**src/rtl/multi_timer.sv**
```systemverilog
// Multi-channel down-counting timer with one-shot and auto-reload modes.
// Optional tick prescaler is compiled in when TIMER_PRESCALER_EN is defined.
module multi_timer #(
  parameter int WIDTH    = 16,
  parameter int CHANNELS = 4,
  parameter int PRESCALE = 4
) (
  input  logic                                              clk,
  input  logic                                              reset,
  input  logic                                              load,
  input  logic [((CHANNELS > 1) ? $clog2(CHANNELS) : 1)-1:0] load_chan,
  input  logic [WIDTH-1:0]                                  cycles,
  input  logic                                              periodic,
  input  logic [CHANNELS-1:0]                               stop,
  output logic [CHANNELS-1:0]                               busy,
  output logic [CHANNELS-1:0]                               done
);

  localparam int CW = (CHANNELS > 1) ? $clog2(CHANNELS) : 1;

  if (WIDTH < 2) begin : g_bad_width
    $error("multi_timer: WIDTH must be at least 2");
  end
  if (CHANNELS < 1) begin : g_bad_channels
    $error("multi_timer: CHANNELS must be at least 1");
  end
  if (PRESCALE < 1) begin : g_bad_prescale
    $error("multi_timer: PRESCALE must be at least 1");
  end

  logic tick;

`ifdef TIMER_PRESCALER_EN
  localparam int PW = (PRESCALE > 1) ? $clog2(PRESCALE) : 1;

  logic [PW-1:0] prescale_cnt;

  // Free-running divider shared by all channels; loads and stops bypass it.
  always_ff @(posedge clk) begin
    if (reset) begin
      prescale_cnt <= '0;
    end else if (prescale_cnt == PW'(PRESCALE - 1)) begin
      prescale_cnt <= '0;
    end else begin
      prescale_cnt <= prescale_cnt + PW'(1);
    end
  end

  assign tick = (prescale_cnt == PW'(PRESCALE - 1));
`else
  assign tick = 1'b1;
`endif

  for (genvar i = 0; i < CHANNELS; i++) begin : g_chan
    logic [WIDTH-1:0] counter;
    logic [WIDTH-1:0] reload;
    logic             mode;
    logic             done_r;
    logic             hit;

    // Equality with an in-range index already rejects out-of-range selects.
    assign hit = load && (load_chan == CW'(i));

    always_ff @(posedge clk) begin
      if (reset) begin
        counter <= '0;
        reload  <= '0;
        mode    <= 1'b0;
        done_r  <= 1'b0;
      end else begin
        done_r <= 1'b0;
        if (hit) begin
          if (cycles != '0) begin
            counter <= cycles;
            reload  <= cycles;
            mode    <= periodic;
          end else begin
            counter <= '0;
            mode    <= 1'b0;
          end
        end else if (stop[i]) begin
          counter <= '0;
          mode    <= 1'b0;
        end else if (tick && (counter != '0)) begin
          if (counter == WIDTH'(1)) begin
            done_r  <= 1'b1;
            counter <= mode ? reload : '0;
          end else begin
            counter <= counter - WIDTH'(1);
          end
        end
      end
    end

    assign busy[i] = (counter != '0);
    assign done[i] = done_r;
  end

endmodule
```
**config.mk**
```make
export PLATFORM = sky130hd
export DESIGN_NAME = multi_timer
export DESIGN_NICKNAME = d
export VERILOG_FILES = /design/src/rtl/multi_timer.sv
export SDC_FILE = /design/constraint.sdc
export NUM_CORES = 1
export LEC_CHECK = 0
export CAP_MARGIN = 30
export CELL_PAD_IN_SITES_DETAIL_PLACEMENT = 0
export CELL_PAD_IN_SITES_GLOBAL_PLACEMENT = 1
export CORE_MARGIN = 1
export CORE_UTILIZATION = 30
export DETAILED_ROUTE_END_ITERATION = 12
export DONT_BUFFER_PORTS = 1
export MAX_ROUTING_LAYER = met4
export PLACE_DENSITY_LB_ADDON = 0.1
export SETUP_SLACK_MARGIN = 0.02
export SLEW_MARGIN = 20
export SYNTH_ARGS = -nofsm -noshare
export SYNTH_HDL_FRONTEND = slang
export SYNTH_SLANG_ARGS = --single-unit
```
**constraint.sdc**
```tcl
create_clock -name clk -period 2.48 [get_ports clk]
set_clock_uncertainty 0.15 [all_clocks]
set_input_delay 0.372 -clock clk [delete_from_list [all_inputs] [get_ports clk]]
set_output_delay 0.372 -clock clk [all_outputs]
set_load 0.02 [all_outputs]
```
# Word level (Yosys, flattened, before mapping)
# Cells that the tools add are included.
# Widths: inputs -> output; s select.
# classes
reduce_logical	26
bitwise	4
n_eq_ne	7
addsub	4
n_mux	34
# op_table
operator	count
$mux 16	21
$reduce_bool 16->1	5
$eq 16x1->1 const B	4
$sub 16x1->16 const B	4
$reduce_or 4->1	4
$mux 1	13
$reduce_bool 3->1	4
$reduce_and 2->1	4
$reduce_bool 2->1	4
$eq 2x2->1 const B	2
$logic_and 1x1->1	4
$not 1->1	4
$eq 2x1->1 const B	1
$logic_not 2->1	1
# word_totals
ff_bits	136
output_inout_bits	8
word_cells	91

# Longest topological paths before layout
# Gate-level depths: netlist (run 1).
# logic_depth
ltp_word	5
mapped_depth	10

# Least setup slack after synthesis (run 1)
# OpenSTA, ideal clock, no wires.
# synth_path
path_type	register to register
from	reg g_chan[1].counter[0]
to	reg g_chan[1].counter[13]
setup_slack_ps	98
stages_incl_launch_ff	11
synth_period_minus_slack_ps	2382
setup_time_ps	124
arrival_time_ps	2108
n_path_buf	3
path_cell_list	dfxtp_1 inv_1 ha_1 or3b_2 clkbuf_1 nor2_1 and4_1 or2_2 clkbuf_1 buf_2 o32ai_1
# synth_via
elab_chain_len	5
word_cells_on_any_way	8
cone_classes	add/sub (1); eq/ne (1); mux (4); reduce/logical (2)
# synth_rtl
element	line	text
from (decl)	55	logic [WIDTH-1:0] counter;
from (signal assigned)	74	counter <= cycles;
from (signal assigned)	87	counter <= mode ? reload : '0;
from (signal assigned)	89	counter <= counter - WIDTH'(1);
$sub 16x1->16 or $eq 16x1->1 (tied branches)	89, 85	
$mux 16	85	if (counter == WIDTH'(1)) begin
$mux 16	84	end else if (tick && (counter != '0)) begin
$mux 16	81	end else if (stop[i]) begin
$mux 16	72	if (hit) begin
# Parallel ways exist; a longest one is shown, timed or not. The select of a mux whose other input is x is not followed.
# A chain may end at the register's enable or synchronous reset.

# Final worst setup path (run 1)
# layout_path
from	reg g_chan[0].counter[13]
to	out busy[0]
# layout_via
elab_chain_len	1
# layout_rtl
element	line	text
from (decl)	55	
from (signal assigned)	74	
from (signal assigned)	87	
from (signal assigned)	89	
$reduce_bool 16->1	95	assign busy[i] = (counter != '0);
to (decl)	15	output logic [CHANNELS-1:0] busy,
# No other way between the ends.

==> results.py, run 1 <==
metrics = {
    "worst_setup_path": {
        "worstSetupStartpointType": "flop",
        "max_stage_delay_ps": 530,
        "crit_chain": "or4_4 -> or3_4 -> nor3_4 -> inv_2",
        "ff2ff_path_depth": 5,
        "worst_setup_path_end_kind": "output pin",
        "critical_path.max_fanout": 4,
        "path_class": "reg2out",
        "rrSetupSlack_ps": 150,
        "critPathSlowestCell": "or4_4",
        "r2r_start": "g_chan[0].counter[3]",
        "cp.arrival_ps": 1910,
        "cp.required_ps": 1960,
        "r2r-end": "g_chan[0].counter[12]",
    },
    "global_routing": {
        "antenna_found_initial": 0,
        "grt_pass1_vias": 6297,
        "grt-ovfl-total": 0,
        "grt_pass1_wl_um": 36500,
        "grt_usage": 0.211,
        "grt_max_degree": 78,
    },
    "timing": {
        "tightest_slew_ps": 812,
        "fin_crit_sh": 0.980,
        "slew_headroom": 0.458,
        "maxSlewViolCount": 0,
        "fmax_ghz": 0.412,
        "finalSetupViolCount": 0,
        "layout_min_cycle_time_ps": 2430,
        "finalHoldViolations": 0,
        "rsz0062_at_grt": "true",
    },
    "clocking": {
        "clkSinkCount": 136,
        "clockBufferDepth": 2,
        "h-tree-depth": 4,
        "clk_pin_slew_worst_paths_ps": 60,
        "clock_latency_ps": 420,
        "cts_root_buffer": "clkbuf_16",
        "cts_made_buffers": 17,
        "cts_tree": "built",
    },
    "cells_and_area": {
        "finalNetCount": 976,
        "layout-drive-gt1-share": 0.163,
        "finalNonFillerCells": 1231,
        "multi_input_area_um2": 3950,
        "n_fill_cell": 2269,
        "seqCellArea_um2": 2730,
        "utilization": 0.383,
        "n_antenna_cell": 0,
        "syn2layout_area_growth_pct": 23.8,
    },
    "power": {
        "power_mw": 10.4,
        "power_density_nw_per_um2": 1230,
        "p_leak_nw": 3.10,
        "vdd_drop_max_v": 0.000427,
    },
    "route": {
        "viasPerCell": 5.41,
        "wl_per_cell_um": 19.4,
        "ant_nets": 0,
        "drc_errors": 0,
        "via_count": 6661,
        "drtIter0Drc": 477,
        "wirelength_um": 23900,
        "drtPass1Iterations": 7,
    },
    "worst_hold_path": {
        "holdCritStartpoint": "cycles[3]",
        "hold_end": "g_chan[2].reload[3]",
        "hold_class": "in2reg",
        "holdPathStages": 2,
    },
    "floorplanning": {
        "num_rows": 54,
        "core_um2": 22000,
        "pin_count": 34,
        "die_y_um": 153,
        "floorplan.die.width_um": 153,
        "die-area_um2": 23300,
        "initial_core_util": 0.309,
    },
    "synth": {
        "synth.cell_area_um2": 6810,
        "synth_edf_count": 0,
        "async_flop_share": 0,
        "yosysSeqAreaShare": 0.400,
        "ys_types": 64,
        "synth_area_leader_cell": "dfxtp_1",
        "ys_warn_count": 0,
        "yosys-top-cells-count": "nand2_1 (212), dfxtp_1 (136), a21oi_1 (101)",
        "ys_top_cells_by_area": "dfxtp_1 (40%), nand2_1 (12%), a21oi_1 (7.4%), a31oi_1 (2.8%), nor2_1 (2.8%)",
        "synthCells": 882,
        "synth.avg_cell_area_um2": 7.72,
        "ys_ff_latch": 136,
        "synth_ff_type": "dfxtp_1",
        "yosysMostFrequentCell": "nand2_1",
        "synth_top_area_share": 0.400,
        "syn_nets": 916,
    },
    "placement": {
        "placed_cells": 1171,
        "gp_congestion": 0.880,
        "portBuffers": 0,
        "dpl.hpwl_um": 15600,
    },
    "status": {
        "status": "complete, no violations",
    },
    "run": {
        "drv_cap": 0,
    },
}
-- worst max-delay path: cells and delay by family (launching register included) --
family / cells / cell delay [ps]
and+or+nand+nor: 3 / 1040
DFF: 1 / 340
buffers and inverters: 1 / 100
-- registers in the layout, summed over array words and instances (netlist names) --
signal          count
g_chan.done_r       4
g_chan.counter     64
g_chan.reload      64
g_chan.mode         4
-- cell type report --
cell class                 instances  area share
clock inverter                     4     0.00831
timing repair buffer              95      0.0958
clock buffer                      24      0.0572
inverter                          11     0.00490
multi-input combinational        681       0.468
sequential                       136       0.324
tap                              280      0.0416
-- repair_timing --
action	in CTS	in global routing
hold buffers	19	0
setup buffers	8	5
setup endpoints to repair	7	25
gates resized for setup	22	20
pin swaps	3	11
endpoints found under the hold margin	119	0
-- worst max-delay path by stage --
stage | start | endpoint | slack [ps]
5_1_grt | g_chan[0].counter[12] | busy[0] | -6
3_3_place_gp | g_chan[0].counter[3] | g_chan[0].counter[12] | 140
6_report | g_chan[0].counter[13] | busy[0] | 50
3_5_place_dp | g_chan[0].counter[1] | g_chan[0].counter[2] | 30
4_1_cts | g_chan[0].counter[12] | busy[0] | -20
2_1_floorplan | g_chan[1].counter[0] | g_chan[1].counter[13] | 100
-- stage by stage --
step / hold WS [ps] / worst slack (ps) / cell area, um^2 / TNS, ps
after global placement: 284 / 138 / 7430 / 0
after floorplan: 282 / 98.2 / 6810 / 0
after CTS: 4.95 / -20.2 / 8320 / -20.2
after detailed placement: 288 / 32.6 / 7430 / 0
final: 14.0 / 50.7 / 8430 / 0
after global routing: 3.59 / -6.25 / 8430 / -6.25
-- per-layer routing --
metal  GRT usage  share of wire
met2       0.326           0.46
met1       0.272           0.48
met5           -              0
met3      0.0444          0.042
met4      0.0707          0.023
-- kinds of logic (layout without fill, tap and decap cells) --
group,after synthesis,after routing,share of synthesized area
mux,4,4,0.00607
fa+ha+maj,8,8,0.0147
compound gates,217,217,0.196
simple gates,420,420,0.302
buf+inv,65,134,0.0397
xor+xnor,32,32,0.0412
flops,136,136,0.400
-- report_power, final --
part | total [mW] | switching, mW | leakage (nW) | internal [mW]
logic | 5.02 | 2.65 | 1.71 | 2.36
registers | 2.90 | 0.366 | 1.11 | 2.54
clock network | 2.48 | 0.940 | 0.272 | 1.54
-- layout by cell type, fill, tap and decap left out, types with 6 or more instances in the layout --
cell,instances
nand2_1,210
dfxtp_1,133
a21oi_1,101
buf_4,73
nor2_1,50
a31oi_1,31
o21ai_0,22
nor3_1,21
nor4_1,19
xnor2_1,19
dlygate4sd3_1,18
clkbuf_16,17
nand3_1,14
xor2_1,13
and3_1,13
and2_1,11
nand4_1,9
a32o_1,8
or4_4,8
or2_2,7
inv_1,7
nand2b_1,6
a211oi_1,6
a22oi_1,6
Note: power is estimated with default switching activity, not from simulation.
==> run 2: changes to the inputs <==
- MAX_ROUTING_LAYER: met4 -> not set
- clock period: 2.48 -> 2.1 ns (I/O delays scaled with it)
==> run 2 against run 1 <==
  * The flow now finishes with violations (design-rule violations, negative setup slack)
  * Global-route usage is 0.41 points higher
  * Via count rose by 4.9%
  * Critical path depth increased by 3
  * Flip-flop and latch count unchanged
  * Register-to-register slack got worse by 420 ps
  * Routed wire length increased by 5.4%
  * Sequential power rose by 16%
  * Clock power up 25%
  * Power up 40%
  * Highest routed layer unchanged
==> results.py, run 2 (synthesized netlist as in run 1, its figures left out) <==
metrics = {
    "placement": {
        "dpl.hpwl_um": 16200,
        "placed_area_um2": 7950,
        "gp_congestion": 0.840,
        "portBuffers": 0,
    },
    "floorplanning": {
        "num_rows": 54,
        "die_y_um": 153,
        "initial_core_util": 0.309,
        "core_um2": 22000,
        "pin_count": 34,
        "die-area_um2": 23300,
        "floorplan.die.width_um": 153,
    },
    "worst_setup_path": {
        "worst_setup_path_end_kind": "output pin",
        "r2r-end": "g_chan[0].counter[1]",
        "crit_chain": "or4_4 -> buf_6 -> buf_6 -> nor3_4 -> buf_6 -> nand2_2 -> buf_6",
        "crit_top_cell": "buf_6",
        "ff2ff_path_depth": 8,
        "max_stage_delay_ps": 540,
        "worstSetupStartpointType": "flop",
        "cp.arrival_ps": 1940,
        "cp-startpoint": "g_chan[3].counter[3]",
        "path_class": "reg2out",
        "rrSetupSlack_ps": -270,
        "cp.required_ps": 1630,
        "critical_path.max_fanout": 2,
        "r2r_start": "g_chan[0].counter[14]",
        "critPathSlowestCell": "or4_4",
    },
    "route": {
        "wl_per_cell_um": 19.2,
        "drtIter0Drc": 433,
        "drtPass1Iterations": 9,
        "viasPerCell": 5.33,
        "wirelength_um": 25200,
        "ant_nets": 0,
        "via_count": 6987,
        "drc_errors": 2,
    },
    "cells_and_area": {
        "n_fill_cell": 2190,
        "layout_commonest_cell": "nand2_1",
        "stdcell_area_um2": 9630,
        "utilization": 0.437,
        "syn2layout_area_growth_pct": 41.5,
        "finalNetCount": 1052,
        "seqCellArea_um2": 2740,
        "final_cell_mix": "nand2_1 (197), dfxtp_1 (128), buf_4 (120)",
        "reg_top3": "g_chan.counter (64), g_chan.reload (64)",
        "multi_input_area_um2": 4400,
        "n_antenna_cell": 0,
        "layout-drive-gt1-share": 0.299,
    },
    "power": {
        "power_mw": 14.5,
        "vdd_drop_max_v": 0.000519,
        "power_density_nw_per_um2": 1510,
        "p_leak_nw": 3.62,
    },
    "run": {
        "drv_cap": 0,
    },
    "clocking": {
        "clk_pin_slew_worst_paths_ps": 60,
        "cts_tree": "built",
        "cts_root_buffer": "clkbuf_16",
        "clkSinkCount": 136,
        "h-tree-depth": 4,
        "cts_made_buffers": 17,
        "clockBufferDepth": 2,
        "clock_latency_ps": 430,
    },
    "global_routing": {
        "grt_pass1_wl_um": 38300,
        "grt_max_degree": 81,
        "grt_usage": 0.215,
        "grt-ovfl-total": 0,
        "antenna_found_initial": 0,
        "grt_pass1_vias": 6812,
    },
    "status": {
        "violations": "design-rule violations, negative setup slack",
        "status": "complete, but fails checks",
    },
    "timing": {
        "fin_setup_tns_ps": -5970,
        "maxSlewViolCount": 0,
        "layout_min_cycle_time_ps": 2410,
        "hold_ws_ps": 33.0,
        "layout_setup_ws_ps": -309,
        "tightest_slew_ps": 734,
        "rsz0062_at_grt": "true",
        "fmax_ghz": 0.415,
        "finalSetupViolCount": 42,
        "slew_headroom": 0.511,
        "finalHoldViolations": 0,
        "fin_crit_sh": 1.15,
    },
    "worst_hold_path": {
        "holdPathStages": 3,
        "hold_end": "g_chan[1].counter[1]",
        "hold_class": "in2reg",
        "holdCritStartpoint": "stop[1]",
    },
}
==> run 2: changes by cell type in the layout (fill, tap and decap cells not counted), moves of 10 or more <==
cell     previous run  this run
nand2_2             2        13
buf_6               1        25
o21ai_0            22         9
o21ai_1             0        10
buf_4              73       120
nand2_1           210       197
==> run 2: worst max path at each step <==
stage	end	depth (start not counted)
finish	busy[3]	7
global route	busy[3]	7
CTS	busy[3]	7
detailed placement	g_chan[3].counter[15]	5
global placement	g_chan[3].counter[15]	5
floorplan	g_chan[3].counter[15]	6
==> run 2: critical path: cells and delay by family (launching register included) <==
family                 cells  cell delay [ps]
and+or+nand+nor            3              710
buffers and inverters      4              490
DFF                        1              320
==> run 2: stage by stage <==
step | setup slack, ps | cells
after floorplan | -147 | 882
after global placement | -102 | 1226
after detailed placement | -148 | 1226
after CTS | -319 | 1299
after global routing | -386 | 1311
final | -309 | 1311
==> run 2: area by class of cell <==
class	instances	share of cell area
inverters	11	0.00455
flip-flops and latches	136	0.284
clock buffers	25	0.0535
repair buffers	171	0.155
multi-input cells	681	0.457
clock inverters	7	0.00922
well taps	280	0.0364
==> run 2: timing repair <==
action / CTS / global route
endpoints found under the hold margin: 135 / 0
buffers inserted: 19 / 13
resized for setup: 65 / 91
endpoints found under the setup margin: 51 / 67
hold buffers: 21 / 0
cloned: 1 / 1
pin swaps: 32 / 58
==> run 2: where the power goes <==
group	leakage (nW)	switching [mW]	total, mW	internal, mW
clock	0.303	1.18	3.11	1.93
sequential	1.11	0.364	3.37	3.00
combinational	2.20	3.96	8.03	4.07
total	3.62	5.50	14.5	9.00
==> run 2: routing by layer <==
layer / GRT usage / vias up / wire [um]
met4: 0.0779 / 0 / 630
met2: 0.357 / 156 / 12000
li1: - / 3425 / -
met3: 0.0495 / 32 / 1230
met5: 0 / - / 0
met1: 0.271 / 3374 / 11300
